===== src/rtl/mrd_rdx_gather_pkg.sv =====
// Shared types, constants and helpers for the mixed-radix gather stage.
package mrd_pkg;

  localparam int WD    = 18;
  localparam int NLANE = 5;

  localparam logic [2:0] RDX2 = 3'd2;
  localparam logic [2:0] RDX3 = 3'd3;
  localparam logic [2:0] RDX4 = 3'd4;
  localparam logic [2:0] RDX5 = 3'd5;

  typedef struct packed {
    logic signed [WD-1:0] re;
    logic signed [WD-1:0] im;
  } cplx_t;

  // Redundant sign bits below the MSB, saturated at 3.
  function automatic logic [1:0] headroom(logic [WD-1:0] x);
    logic [1:0] h;
    h = 2'd0;
    if (x[WD-2] == x[WD-1]) begin
      h = 2'd1;
      if (x[WD-3] == x[WD-1]) begin
        h = 2'd2;
        if (x[WD-4] == x[WD-1]) h = 2'd3;
      end
    end
    return h;
  endfunction

  // Unsupported radix codes fall back to radix 4.
  function automatic logic [2:0] map_radix(logic [2:0] sel);
    case (sel)
      RDX2, RDX3, RDX4, RDX5: return sel;
      default:                return RDX4;
    endcase
  endfunction

endpackage


===== src/rtl/mrd_rdx_gather_if.sv =====
// Sample-in / vector-out handshake bundle of the gather stage.
interface mrd_rdx_gather_if #(parameter int WD = mrd_pkg::WD);
  import mrd_pkg::*;

  logic [2:0]                  radix_sel;
  logic [3:0]                  exp_in;
  logic                        in_val;
  logic                        in_ready;
  logic signed [WD-1:0]        din_real;
  logic signed [WD-1:0]        din_imag;
  logic                        out_val;
  logic                        out_ready;
  logic [NLANE-1:0][WD-1:0]    dout_real;
  logic [NLANE-1:0][WD-1:0]    dout_imag;
  logic [2:0]                  radix_out;
  logic [1:0]                  margin_out;
  logic [3:0]                  exp_out;

  modport slave (
    input  radix_sel, exp_in, in_val, din_real, din_imag, out_ready,
    output in_ready, out_val, dout_real, dout_imag, radix_out, margin_out, exp_out
  );

  modport master (
    output radix_sel, exp_in, in_val, din_real, din_imag, out_ready,
    input  in_ready, out_val, dout_real, dout_imag, radix_out, margin_out, exp_out
  );

endinterface


===== src/rtl/mrd_rdx_gather_margin.sv =====
// Running block-floating-point margin: min headroom over all accepted components.
module mrd_gather_margin
  import mrd_pkg::*;
(
  input  logic       clk,
  input  logic       rst,
  input  logic       acc,
  input  logic       seed,
  input  cplx_t      din,
  output logic [1:0] margin_nxt
);

  logic [1:0] margin_q;
  logic [1:0] h_re, h_im, h_s;

  always_comb begin
    h_re       = headroom(din.re);
    h_im       = headroom(din.im);
    h_s        = (h_re < h_im) ? h_re : h_im;
    margin_nxt = margin_q;
    if (acc) margin_nxt = seed ? h_s : ((h_s < margin_q) ? h_s : margin_q);
  end

  always_ff @(posedge clk) begin
    if (rst) margin_q <= 2'd3;
    else     margin_q <= margin_nxt;
  end

endmodule


===== src/rtl/mrd_rdx_gather.sv =====
// Gathers 2..5 complex samples into a 5-lane vector with margin and block exponent.
// Optional MRD_GATHER_PRESCALE_EN: halve zero-margin vectors at transfer and bump the exponent.
module mrd_rdx_gather
  import mrd_pkg::*;
#(
  parameter int WD = mrd_pkg::WD
) (
  input  logic            clk,
  input  logic            rst,
  mrd_rdx_gather_if.slave bus
);

  typedef enum logic {COLLECT, FULL} state_t;

  state_t                   state_q, state_d;
  logic [2:0]               k_q, n_q;
  logic [3:0]               exp_q;
  logic [NLANE-1:0][WD-1:0] lre_q, lim_q, lre_d, lim_d;
  logic [NLANE-1:0][WD-1:0] ore_d, oim_d;
  logic [1:0]               margin_nxt, margin_o;
  logic [3:0]               exp_o;
  logic                     acc, first, last, slot_free, xfer;

`ifdef MRD_GATHER_PRESCALE_EN
  function automatic logic [WD-1:0] half_round(logic [WD-1:0] x);
    logic signed [WD:0] s;
    s = ($signed({x[WD-1], x}) + $signed((WD+1)'(1))) >>> 1;
    if (s > $signed({2'b00, {(WD-1){1'b1}}}))      return {1'b0, {(WD-1){1'b1}}};
    else if (s < $signed({2'b11, {(WD-1){1'b0}}})) return {1'b1, {(WD-1){1'b0}}};
    else                                           return s[WD-1:0];
  endfunction
`endif

  assign bus.in_ready = (state_q == COLLECT);
  assign acc          = bus.in_val && bus.in_ready;
  assign first        = (k_q == 3'd0);
  assign last         = (k_q == 3'(n_q - 3'd1));
  assign slot_free    = !bus.out_val || bus.out_ready;
  // The last sample bypasses FULL when the slot is free, so streaming has no bubble.
  assign xfer         = slot_free && ((state_q == FULL) || (acc && last));

  mrd_gather_margin u_margin (
    .clk        (clk),
    .rst        (rst),
    .acc        (acc),
    .seed       (first),
    .din        ('{re: bus.din_real, im: bus.din_imag}),
    .margin_nxt (margin_nxt)
  );

  // NOTE: every variable driven here gets a default first, so no path infers a latch.
  always_comb begin
    state_d = state_q;
    case (state_q)
      COLLECT: if (acc && last && !slot_free) state_d = FULL;
      FULL:    if (slot_free)                 state_d = COLLECT;
      default: state_d = COLLECT;
    endcase
  end

  always_comb begin
    lre_d = lre_q;
    lim_d = lim_q;
    if (acc) begin
      lre_d[k_q] = bus.din_real;
      lim_d[k_q] = bus.din_imag;
    end
  end

  always_comb begin
    ore_d    = '0;
    oim_d    = '0;
    margin_o = margin_nxt;
    exp_o    = exp_q;
    for (int i = 0; i < NLANE; i++) begin
      if (i < int'(n_q)) begin
        ore_d[i] = lre_d[i];
        oim_d[i] = lim_d[i];
      end
    end
`ifdef MRD_GATHER_PRESCALE_EN
    if (margin_nxt == 2'd0) begin
      for (int i = 0; i < NLANE; i++) begin
        ore_d[i] = half_round(ore_d[i]);
        oim_d[i] = half_round(oim_d[i]);
      end
      exp_o    = (exp_q == 4'hF) ? 4'hF : 4'(exp_q + 4'd1);
      margin_o = 2'd1;
    end
`endif
  end

  // NOTE: sequential state uses non-blocking assignments so all registers update together.
  always_ff @(posedge clk) begin
    if (rst) begin
      state_q <= COLLECT;
      k_q     <= 3'd0;
      n_q     <= RDX5;
      exp_q   <= 4'd0;
    end else begin
      state_q <= state_d;
      if (acc) begin
        k_q <= last ? 3'd0 : 3'(k_q + 3'd1);
        if (first) begin
          n_q   <= map_radix(bus.radix_sel);
          exp_q <= bus.exp_in;
        end
      end
    end
  end

  // NOTE: lane storage is not reset; lanes beyond N are masked and the rest are rewritten before use.
  always_ff @(posedge clk) begin
    lre_q <= lre_d;
    lim_q <= lim_d;
  end

  always_ff @(posedge clk) begin
    if (rst) begin
      bus.out_val    <= 1'b0;
      bus.dout_real  <= '0;
      bus.dout_imag  <= '0;
      bus.radix_out  <= RDX5;
      bus.margin_out <= 2'd3;
      bus.exp_out    <= 4'd0;
    end else if (xfer) begin
      bus.out_val    <= 1'b1;
      bus.dout_real  <= ore_d;
      bus.dout_imag  <= oim_d;
      bus.radix_out  <= n_q;
      bus.margin_out <= margin_o;
      bus.exp_out    <= exp_o;
    end else if (bus.out_ready) begin
      bus.out_val    <= 1'b0;
    end
  end

endmodule


===== src/flat_wrapper.sv =====
// flat-port wrapper written by rule: the top's interface ports become plain ports
module mrd_rdx_gather_flat import mrd_pkg::*;
#(
  parameter int WD = mrd_pkg::WD
)
  (clk, rst, bus_radix_sel, bus_exp_in, bus_in_val, bus_din_real, bus_din_imag, bus_out_ready, bus_in_ready, bus_out_val, bus_dout_real, bus_dout_imag, bus_radix_out, bus_margin_out, bus_exp_out);
  mrd_rdx_gather_if #(.WD(WD)) bus_i ();
  input  logic clk;
  input  logic rst;
  input wire logic [$bits(bus_i.radix_sel)-1:0] bus_radix_sel;
  input wire logic [$bits(bus_i.exp_in)-1:0] bus_exp_in;
  input wire logic [$bits(bus_i.in_val)-1:0] bus_in_val;
  input wire logic [$bits(bus_i.din_real)-1:0] bus_din_real;
  input wire logic [$bits(bus_i.din_imag)-1:0] bus_din_imag;
  input wire logic [$bits(bus_i.out_ready)-1:0] bus_out_ready;
  output wire logic [$bits(bus_i.in_ready)-1:0] bus_in_ready;
  output wire logic [$bits(bus_i.out_val)-1:0] bus_out_val;
  output wire logic [$bits(bus_i.dout_real)-1:0] bus_dout_real;
  output wire logic [$bits(bus_i.dout_imag)-1:0] bus_dout_imag;
  output wire logic [$bits(bus_i.radix_out)-1:0] bus_radix_out;
  output wire logic [$bits(bus_i.margin_out)-1:0] bus_margin_out;
  output wire logic [$bits(bus_i.exp_out)-1:0] bus_exp_out;
  assign bus_i.radix_sel = bus_radix_sel;
  assign bus_i.exp_in = bus_exp_in;
  assign bus_i.in_val = bus_in_val;
  assign bus_i.din_real = bus_din_real;
  assign bus_i.din_imag = bus_din_imag;
  assign bus_i.out_ready = bus_out_ready;
  assign bus_in_ready = bus_i.in_ready;
  assign bus_out_val = bus_i.out_val;
  assign bus_dout_real = bus_i.dout_real;
  assign bus_dout_imag = bus_i.dout_imag;
  assign bus_radix_out = bus_i.radix_out;
  assign bus_margin_out = bus_i.margin_out;
  assign bus_exp_out = bus_i.exp_out;
  mrd_rdx_gather #(.WD(WD)) u_core (.clk(clk), .rst(rst), .bus(bus_i));
endmodule

===== config.mk =====
export PLATFORM = sky130hd
export DESIGN_NAME = mrd_rdx_gather_flat
export DESIGN_NICKNAME = d
export VERILOG_FILES = /design/src/rtl/mrd_rdx_gather_pkg.sv /design/src/rtl/mrd_rdx_gather_if.sv /design/src/rtl/mrd_rdx_gather_margin.sv /design/src/rtl/mrd_rdx_gather.sv /design/src/flat_wrapper.sv
export SDC_FILE = /design/constraint.sdc
export NUM_CORES = 1
export LEC_CHECK = 0
export BUFFER_PORTS_ARGS = -buffer_cell sky130_fd_sc_hd__buf_2
export CORE_MARGIN = 2
export CORE_UTILIZATION = 56
export CTS_CLUSTER_DIAMETER = 120
export CTS_CLUSTER_SIZE = 28
export DETAILED_ROUTE_END_ITERATION = 12
export GPL_TIMING_DRIVEN = 0
export PLACE_DENSITY = 0.85
export SYNTH_ARGS = -nofsm -noshare
export SYNTH_HDL_FRONTEND = slang
export SYNTH_SLANG_ARGS = --single-unit

===== constraint.sdc =====
create_clock -name clk -period 3.05 [get_ports clk]
set_clock_uncertainty 0.2 [all_clocks]
set_input_delay 0.1525 -clock clk [delete_from_list [all_inputs] [get_ports clk]]
set_output_delay 0.1525 -clock clk [all_outputs]
set_load 0.05 [all_outputs]

==> results of run 1 <==
==> power groups by stage <==
stage | sequential (mW) | combinational [mW] | clock, mW
after floorplan | 6.53 | 1.26 | 0
after global placement | 6.17 | 2.09 | 0
after detailed placement | 6.23 | 2.18 | 0
after CTS | 6.11 | 2.24 | 2.57
after global routing | 6.19 | 2.43 | 2.76
final | 6.12 | 2.27 | 2.56
==> worst paths after layout <==
check                            from                        to  depth (start not counted)
max                     u_core.n_q[0]  u_core.bus.dout_real[75]                          9
min                  bus_din_imag[15]          u_core.lim_q[33]                          3
max reg2reg             u_core.n_q[0]  u_core.bus.dout_real[75]                          9
min reg2reg  u_core.bus.dout_real[68]  u_core.bus.dout_real[68]                          2
==> cells by family after synthesis <==
| family | synth area share |
|---|---|
| flip-flops | 0.549 |
| multiplexers | 0.142 |
| XOR/XNOR | 0.00350 |
| AND/OR/NAND/NOR | 0.156 |
| AO/OA/AOI/OAI | 0.0963 |
| buffers and inverters | 0.0462 |
| adder cells (fa/ha/maj) | 0.00717 |
==> per-stage QoR <==
step / area [µm²] / setup TNS, ns / cells
floorplan: 14000 / 0 / 1271
detailed placement: 15500 / -11.33 / 1826
CTS: 16400 / 0 / 1888
finish: 16400 / 0 / 1890
global placement: 15500 / -12.55 / 1826
global route: 16400 / 0 / 1889
==> final cells by class <==
cell class / count / area [µm²] / area share
sequential: 383 / 7670 / 0.466
multi-input combinational: 736 / 5660 / 0.344
timing repair buffer: 275 / 1610 / 0.0977
buffer: 108 / 490 / 0.0298
clock buffer: 17 / 425 / 0.0259
tap: 324 / 405 / 0.0247
inverter: 44 / 165 / 0.0100
clock inverter: 2 / 20.0 / 0.00122
antenna: 1 / 2.50 / 0.000152
==> routing by layer <==
layer,vias to the layer above,global-route usage
met4,0,0.0990
li1,5051,-
met5,-,0
met2,373,0.489
met1,5297,0.356
met3,91,0.0559
==> worst reg2reg max path, stage by stage, from the launching register on <==
cell and delay [ns]:
dfxtp_1 0.45, inv_1 0.13, ha_1 0.34, xor2_2 0.23, a41oi_2 0.24, nor2_4 0.31, buf_12 0.16, clkbuf_1 0.39
nor3b_1 0.13, a41o_1 0.24
==> cells in the final DEF, fill, tap and decap left out, drive strengths merged, types with 43 or more instances in the layout <==
master       netlist  layout
nand2            104     104
clkbuf            59      78
nor3b             72      72
buf               49     279
mux2             144     144
nand3b           111     111
dlygate4sd3        0      43
inv               44      46
nand3             43      43
a21oi             57      57
dfxtp            383     383
==> flip-flops by register name, indices dropped and copies added, names as in the netlist, 3 cells and up <==
signal                count
u_core.n_q                3
u_core.k_q                3
u_core.lim_q             90
u_core.bus.dout_real     90
u_core.lre_q             90
u_core.bus.dout_imag     90
u_core.exp_o              4
u_core.bus.radix_out      3
u_core.bus.exp_out        4
==> what timing repair did <==
item                                   CTS  global route
gates cloned                             0             0
endpoints found under the hold margin  292             0
hold buffers                            43             0
setup endpoints to repair              124           131
gates resized for setup                  2             9
setup buffers                            0             1
pin swaps                                0             1
==> flow_metrics.env, run 1 <==
export IMPL_outcome="complete, no violations"
export IMPL_holdWs_ns=0.0381
export IMPL_die_y_um=162
export IMPL_grt_max_degree=29
export IMPL_max_freq_ghz=0.344
export IMPL_drive_gt1_frac=0.309
export IMPL_synth_top_area_cell="dfxtp_1"
export IMPL_critPathTopFamily="buffers and inverters"
export IMPL_hpwlAfterDp_um=26900
export IMPL_drtAntennaViolNets=0
export IMPL_netSwitchingPower_mw=3.19
export IMPL_cp_end_kind="flip-flop"
export IMPL_syn2layout_area_growth_pct=17.8
export IMPL_synth_top_area_frac=0.549
export IMPL_nNetsFinal=1620
export IMPL_synth_async_reset_ratio=0
export IMPL_synth_common_cells="383 x dfxtp_1, 144 x mux2_2, 111 x nand3b_1"
export IMPL_start_util=0.572
export IMPL_grt_pass1_vias=10687
export IMPL_fin_crit_sh=0.953
export IMPL_leakagePower_nw=7.73
export IMPL_yosysSeqAreaShare=0.549
export IMPL_vias=10812
export IMPL_crit_arrival_ns=3.12
export IMPL_drv_slew=0
export IMPL_cts_tree="done"
export IMPL_syn_area_per_cell_um2=11.0
export IMPL_crit_chain="inv_1 -> ha_1 -> xor2_2 -> a41oi_2 -> nor2_4 -> buf_12 -> clkbuf_1 -> nor3b_1 -> a41o_1"
export IMPL_post_drt_wl_per_cell_um=20.4
export IMPL_p_per_area_mw_per_mm2=666
export IMPL_route_met3_wl_um=2610
export IMPL_track_usage=0.284
export IMPL_clk_latency_ns=0.52
export IMPL_rows=57
export IMPL_drcViolationCount=0
export IMPL_die_w_um=162
export IMPL_crit_slowest_cell="dfxtp_1"
export IMPL_hp_class="in -> reg"
export IMPL_clock_path_buffers=3
export IMPL_cts_buffers=17
export IMPL_synth_nets=1326
export IMPL_synthTopCellsByArea="dfxtp_1 55%, mux2_2 12%, nand3b_1 6.0%"
export IMPL_preCtsSetupSlack_ns=-0.205
export IMPL_layout_min_cycle_time_ns=2.91
export IMPL_hold_viol=0
export IMPL_synth_most_common_cell="dfxtp_1"
export IMPL_wl_met2_um=18600
export IMPL_reg2reg_slack_ns=0.14
export IMPL_placeableCoreArea_mm2=0.0244
export IMPL_ys_flop_type="dfxtp_1"
export IMPL_timing_final_ws_setup_ns=0.144
export IMPL_drtIter0Drc=765
export IMPL_io_buffers=231
export IMPL_ctsRootBufferMaster="clkbuf_16"
export IMPL_slew_headroom=0.266
export IMPL_wl_um=38600
export IMPL_postSynthCellCount=1271
export IMPL_ys_seq_elements=383
export IMPL_grt_overflow=0
export IMPL_h_tree_depth=1
export IMPL_start_kind="flip-flop"
export IMPL_swShare=0.291
export IMPL_place_gp_congestion=0.795
export IMPL_pwr_share_seq=0.559
export IMPL_postLayoutCoreUtil=0.674
export IMPL_worst_path_buf_inv=3
export IMPL_total_power_mw=10.9
export IMPL_rsz0062_at_grt="no"
export IMPL_cts_clk_slew_worst_paths_ns=0.11
export IMPL_syn_area_mm2=0.0140
export IMPL_setup_viol=0
export IMPL_antenna_found_initial=0
export IMPL_synth_cell_types=41
export IMPL_slowest_delay_ns=0.45
export IMPL_combPwrFrac=0.207
export IMPL_grt_pass1_wl_um=58400
export IMPL_yosysWarnings=0
export IMPL_pwr_share_clk=0.234
export IMPL_vias_per_cell=5.72
export IMPL_fillers=1904
export IMPL_top_layer_used="met4"
export IMPL_crit_type="reg -> reg"
export IMPL_vdd_ir_drop_worst_mv=0.535
export IMPL_dieArea_mm2=0.0262
export IMPL_cap_violations=0
export IMPL_tightest_slew_ns=1.10
export IMPL_p_int_mw=7.76
export IMPL_synth_edf_count=0
export IMPL_cp_max_fo=10
export IMPL_critical_path_required_ns=3.27
export IMPL_ioPinCount=238
export IMPL_cts_sink_count=383
export IMPL_dr_pass1_iters=5
export IMPL_drt_met1_wl_um=16200
No activity file was read; power rests on OpenSTA's default activity.
==> run 2, diff against run 1 <==
--- a/config.mk
+++ b/config.mk
@@ -7,12 +7,12 @@
 export LEC_CHECK = 0
 export BUFFER_PORTS_ARGS = -buffer_cell sky130_fd_sc_hd__buf_2
 export CORE_MARGIN = 2
-export CORE_UTILIZATION = 56
+export CORE_UTILIZATION = 60
 export CTS_CLUSTER_DIAMETER = 120
 export CTS_CLUSTER_SIZE = 28
 export DETAILED_ROUTE_END_ITERATION = 12
 export GPL_TIMING_DRIVEN = 0
-export PLACE_DENSITY = 0.85
+export PLACE_DENSITY = 0.89
 export SYNTH_ARGS = -nofsm -noshare
 export SYNTH_HDL_FRONTEND = slang
 export SYNTH_SLANG_ARGS = --single-unit
==> constraint.sdc (replaced) <==
create_clock -name clk -period 3.8 [get_ports clk]
set_clock_uncertainty 0.2 [all_clocks]
set_input_delay 0.19 -clock clk [delete_from_list [all_inputs] [get_ports clk]]
set_output_delay 0.19 -clock clk [all_outputs]
set_load 0.05 [all_outputs]
==> flow_metrics.env, run 2 (same netlist as run 1, synthesis figures left out) <==
export IMPL_wl_um=38500
export IMPL_clk_latency_ns=0.52
export IMPL_total_power_mw=8.78
export IMPL_vdd_ir_drop_worst_mv=0.435
export IMPL_grt_max_degree=29
export IMPL_hold_viol=0
export IMPL_crit_arrival_ns=3.79
export IMPL_cts_tree="done"
export IMPL_critPathLaunch="u_core.n_q[0]"
export IMPL_cp_end_kind="flip-flop"
export IMPL_r2r_start="u_core.n_q[0]"
export IMPL_rsz0062_at_grt="no"
export IMPL_start_kind="flip-flop"
export IMPL_hp_class="in -> reg"
export IMPL_crit_type="reg -> reg"
export IMPL_critical_path_required_ns=4.06
export IMPL_cts_buffers=17
export IMPL_p_per_area_mw_per_mm2=537
export IMPL_drv_slew=0
export IMPL_dpl_instance_area_mm2=0.0155
export IMPL_drtIter0Drc=763
export IMPL_ctsRootBufferMaster="clkbuf_16"
export IMPL_leakagePower_nw=7.70
export IMPL_place_gp_congestion=0.840
export IMPL_cap_violations=0
export IMPL_cts_clk_slew_worst_paths_ns=0.11
export IMPL_fin_crit_sh=0.929
export IMPL_die_w_um=157
export IMPL_slowest_delay_ns=0.57
export IMPL_post_drt_wl_per_cell_um=20.9
export IMPL_hold_buffers=43
export IMPL_postCtsSetupBuffers=0
export IMPL_setup_viol=0
export IMPL_crit_chain="inv_1 -> ha_1 -> xor2_1 -> a41oi_2 -> nor2_2 -> buf_2 -> clkbuf_1 -> nand3b_1 -> nand2_1"
export IMPL_max_freq_ghz=0.283
export IMPL_tightest_slew_ns=0.970
export IMPL_drcViolationCount=0
export IMPL_layout_min_cycle_time_ns=3.53
export IMPL_drive_gt1_frac=0.305
export IMPL_cp_max_fo=10
export IMPL_placeableCoreArea_mm2=0.0227
export IMPL_holdWs_ns=0.0455
export IMPL_grt_pass1_wl_um=58100
export IMPL_vias=10890
export IMPL_slew_headroom=0.352
export IMPL_vias_per_cell=5.89
export IMPL_rows=55
export IMPL_nNetsFinal=1619
export IMPL_cts_resized=0
export IMPL_grt_overflow=0
export IMPL_fillers=1604
export IMPL_tns_ns=0
export IMPL_h_tree_depth=1
export IMPL_antenna_found_initial=0
export IMPL_antenna_cells=0
export IMPL_syn2layout_area_growth_pct=17.0
export IMPL_hpwlAfterDp_um=26700
export IMPL_grt_pass1_vias=10762
export IMPL_outcome="complete, no violations"
export IMPL_design_area_mm2=0.0163
export IMPL_layout_common_cells="383 x dfxtp_1, 267 x buf_2, 144 x mux2_2"
export IMPL_io_buffers=231
export IMPL_hp_start="bus_din_imag[15]"
export IMPL_clock_path_buffers=3
export IMPL_dr_pass1_iters=5
export IMPL_final_common_cell="dfxtp_1"
export IMPL_drtAntennaViolNets=0
export IMPL_crit_slowest_cell="nor2_2"
export IMPL_cts_sink_count=383
export IMPL_ioPinCount=238
export IMPL_die_y_um=157
export IMPL_dieArea_mm2=0.0245
export IMPL_start_util=0.615
export IMPL_track_usage=0.306
==> run 2: stage by stage <==
| step | std cells | util | worst slack (ns) |
|---|---|---|---|
| 6_report | 1848 | 0.720 | 0.269 |
| 3_5_place_dp | 1787 | 0.681 | 0.465 |
| 4_1_cts | 1848 | 0.720 | 0.369 |
| 3_3_place_gp | 1787 | 0.681 | 0.528 |
| 2_1_floorplan | 1271 | - | 1.41 |
| 5_1_grt | 1848 | 0.720 | 0.165 |
==> run 2: area by class of cell <==
| cell class | count | area (µm²) | share of cell area |
|---|---|---|---|
| multi-input combinational | 736 | 5650 | 0.346 |
| tap | 285 | 357 | 0.0218 |
| sequential | 383 | 7670 | 0.469 |
| clock inverter | 1 | 11.3 | 0.000689 |
| inverter | 44 | 165 | 0.0101 |
| buffer | 108 | 480 | 0.0294 |
| clock buffer | 17 | 425 | 0.0260 |
| timing repair buffer | 274 | 1590 | 0.0971 |
==> run 2: where the power goes <==
part           total, mW  switching (mW)  internal (mW)
sequential          4.92           0.209           4.71
combinational       1.82            1.13          0.687
clock               2.04            1.22          0.819
==> run 2: path summary, 6_finish.rpt <==
kind                         endpoint  slack, ns  cells past startpoint
max          u_core.bus.dout_real[47]       0.27                      9
min reg2reg  u_core.bus.dout_real[69]       0.26                      2
min                  u_core.lim_q[33]       0.05                      3
max reg2reg  u_core.bus.dout_real[47]       0.27                      9
==> run 2: layer usage <==
layer	GRT usage	wire length, µm
met2	0.515	18500
met1	0.381	15800
met3	0.0695	2850
met4	0.125	1430
met5	0	0
==> run 2: worst max-delay path, delay by kind of cell, from the launching register on <==
family	cells	cell delay (ns)
buf+inv	3	1.06
simple gates	3	0.84
flops	1	0.48
fa+ha+maj	1	0.33
xor+xnor	1	0.31
compound gates	1	0.23
==> run 3, diff against run 2 <==
--- a/config.mk
+++ b/config.mk
@@ -5,6 +5,7 @@
 export SDC_FILE = /design/constraint.sdc
 export NUM_CORES = 1
 export LEC_CHECK = 0
+export ABC_AREA = 1
 export BUFFER_PORTS_ARGS = -buffer_cell sky130_fd_sc_hd__buf_2
 export CORE_MARGIN = 2
 export CORE_UTILIZATION = 60
@@ -15,4 +16,5 @@
 export PLACE_DENSITY = 0.89
 export SYNTH_ARGS = -nofsm -noshare
 export SYNTH_HDL_FRONTEND = slang
+export SYNTH_HIERARCHICAL = 1
 export SYNTH_SLANG_ARGS = --single-unit
==> flow_metrics.env, run 3 <==
export IMPL_placeableCoreArea_mm2=0.0252
export IMPL_hp_class="in -> reg"
export IMPL_yosys_area_share_xor_xnor=0.000568
export IMPL_drtIter0Drc=1523
export IMPL_cts_sink_count=383
export IMPL_clk_latency_ns=0.52
export IMPL_ys_flop_type="dfxtp_1"
export IMPL_synth_edf_count=0
export IMPL_hpwlAfterDp_um=33000
export IMPL_grt_overflow=0
export IMPL_critical_path_required_ns=4.01
export IMPL_postSynthCellCount=2109
export IMPL_start_kind="flip-flop"
export IMPL_outcome="complete, but fails checks"
export IMPL_drtAntennaViolNets=0
export IMPL_post_drt_wl_per_cell_um=16.5
export IMPL_ioPinCount=238
export IMPL_ys_seq_elements=383
export IMPL_antenna_found_initial=1
export IMPL_vias=15159
export IMPL_place_gp_congestion=0.915
export IMPL_rows=58
export IMPL_fillers=1936
export IMPL_syn_area_mm2=0.0154
export IMPL_h_tree_depth=1
export IMPL_vdd_ir_drop_worst_mv=0.457
export IMPL_cap_violations=0
export IMPL_top_layer_used="met4"
export IMPL_p_per_area_mw_per_mm2=594
export IMPL_hold_viol=0
export IMPL_fin_crit_sh=0.913
export IMPL_track_usage=0.323
export IMPL_synth_top_area_cell="dfxtp_1"
export IMPL_grt_pass1_vias=14127
export IMPL_slew_headroom=0.349
export IMPL_yosysSeqAreaShare=0.497
export IMPL_crit_type="reg -> reg"
export IMPL_drt_met1_wl_um=18100
export IMPL_nNetsFinal=2466
export IMPL_violations="design-rule violations"
export IMPL_start_util=0.612
export IMPL_final_common_cell="nand2_1"
export IMPL_synthTopCellsByArea="dfxtp_1 50%, nand2_1 14%, a21oi_1 6.2%"
export IMPL_synth_compound_area_frac=0.139
export IMPL_wl_um=45200
export IMPL_cts_buffers=17
export IMPL_total_power_mw=10.6
export IMPL_syn2layout_area_growth_pct=16.2
export IMPL_tns_ns=0
export IMPL_setup_viol=0
export IMPL_max_freq_ghz=0.288
export IMPL_drive_gt1_frac=0.142
export IMPL_die_y_um=164
export IMPL_cp_end_kind="flip-flop"
export IMPL_layout_min_cycle_time_ns=3.47
export IMPL_layout_common_cells="588 x nand2_1, 383 x dfxtp_1, 268 x buf_2"
export IMPL_timing_final_ws_setup_ns=0.329
export IMPL_dieArea_mm2=0.0270
export IMPL_synthAdderAreaFrac=0.00649
export IMPL_drv_slew=0
export IMPL_dr_pass1_iters=11
export IMPL_yosysWarnings=6
export IMPL_io_buffers=237
export IMPL_rsz0062_at_grt="no"
export IMPL_syn_area_per_cell_um2=7.31
export IMPL_grt_max_degree=29
export IMPL_grt_pass1_wl_um=69400
export IMPL_die_w_um=164
export IMPL_route_met3_wl_um=3890
export IMPL_tightest_slew_ns=0.969
export IMPL_clock_path_buffers=3
export IMPL_drcViolationCount=1
export IMPL_synth_most_common_cell="nand2_1"
export IMPL_leakagePower_nw=8.71
export IMPL_yosys_area_share_simple=0.268
export IMPL_synth_top_area_frac=0.497
export IMPL_synth_common_cells="588 x nand2_1, 383 x dfxtp_1, 198 x nor2_1"
export IMPL_ctsRootBufferMaster="clkbuf_16"
export IMPL_synth_cell_types=30
export IMPL_cts_tree="done"
export IMPL_crit_arrival_ns=3.68
export IMPL_cp_max_fo=8
export IMPL_cts_clk_slew_worst_paths_ns=0.11
export IMPL_synthMuxAreaShare=0
export IMPL_synth_top_family_by_area="simple AND/OR/NAND/NOR gates"
export IMPL_synth_async_reset_ratio=0
export IMPL_preCtsSetupSlack_ns=1.22
export IMPL_synth_nets=2164
export IMPL_cts_resized=0
export IMPL_vias_per_cell=5.53
export IMPL_wl_met2_um=21200
[run 3: cell count changes in the layout (fill, tap and decap cells not counted), sizes merged, moves of 37 or more]
cell / delta
nand2: +489
a21oi: +135
nor2: +187
nand3b: -111
inv: +129
mux2: -144
nor3b: -71
nand3: +160
o21ai: +118
o211ai: +37
[run 3: area by class of cell]
class                   instances  area, µm²  share of cell area
flip-flops and latches        383       7670               0.428
multi-input cells            1397       6390               0.357
repair buffers                283       1650              0.0919
plain buffers                 155        711              0.0397
inverters                     174        653              0.0364
clock buffers                  17        425              0.0237
well taps                     330        413              0.0230
clock inverters                 1       11.3            0.000628
diodes                          1       2.50            0.000140
[run 3: repair_timing]
| item | in CTS | in global routing |
|---|---|---|
| endpoints found under the setup margin | 0 | 0 |
| endpoints found under the hold margin | 205 | 0 |
| buffers inserted | 0 | 0 |
| hold buffers | 46 | 0 |
[run 3: metal layers]
layer,track usage,vias to the layer above
met1,0.400,6914
met2,0.557,769
met3,0.0490,155
met4,0.140,0
li1,-,7321
met5,0,-
[run 3: cell families after synthesis]
logic type / Yosys count
xor+xnor: 1
buf+inv: 329
fa+ha+maj: 8
compound gates: 388
simple gates: 1000
flops: 383
[run 3: worst max-delay path: stages (launching register included)]
cell and delay, ns:
dfxtp_1 0.33, buf_4 0.16, inv_2 0.07, ha_1 0.14, inv_1 0.05, nor2_1 0.18, nand2_1 0.23, inv_1 0.24
o21ai_0 0.25, a21oi_1 0.21, dlygate4sd3_1 0.60, o21ai_0 0.09, dlygate4sd3_1 0.61
[run 3: worst paths after layout]
path | startpoint | end | slack (ns) | depth (start not counted)
max | u_core/k_q[0] | u_core/n_q[0] | 0.33 | 12
min | rst | u_core/u_margin/margin_q[0] | 0.23 | 4
max reg2reg | u_core/k_q[0] | u_core/n_q[0] | 0.33 | 12
min reg2reg | u_core/bus.dout_imag[61] | u_core/bus.dout_imag[61] | 0.27 | 2
[run 3: through the flow]
stage,instance area [µm²],util,hold WS [ns],std cells
after global placement,17000,0.676,0.225,2676
after global routing,17900,0.712,0.248,2741
after floorplan,15400,-,0.0820,2109
after detailed placement,17000,0.676,0.231,2676
after CTS,17900,0.712,0.215,2740
final,17900,0.712,0.225,2741
[run 3: power by group]
group	total (mW)	switching [mW]	internal [mW]
registers	5.19	0.302	4.89
logic	3.41	2.37	1.03
clock network	2.05	1.23	0.820
total	10.6	3.90	6.74
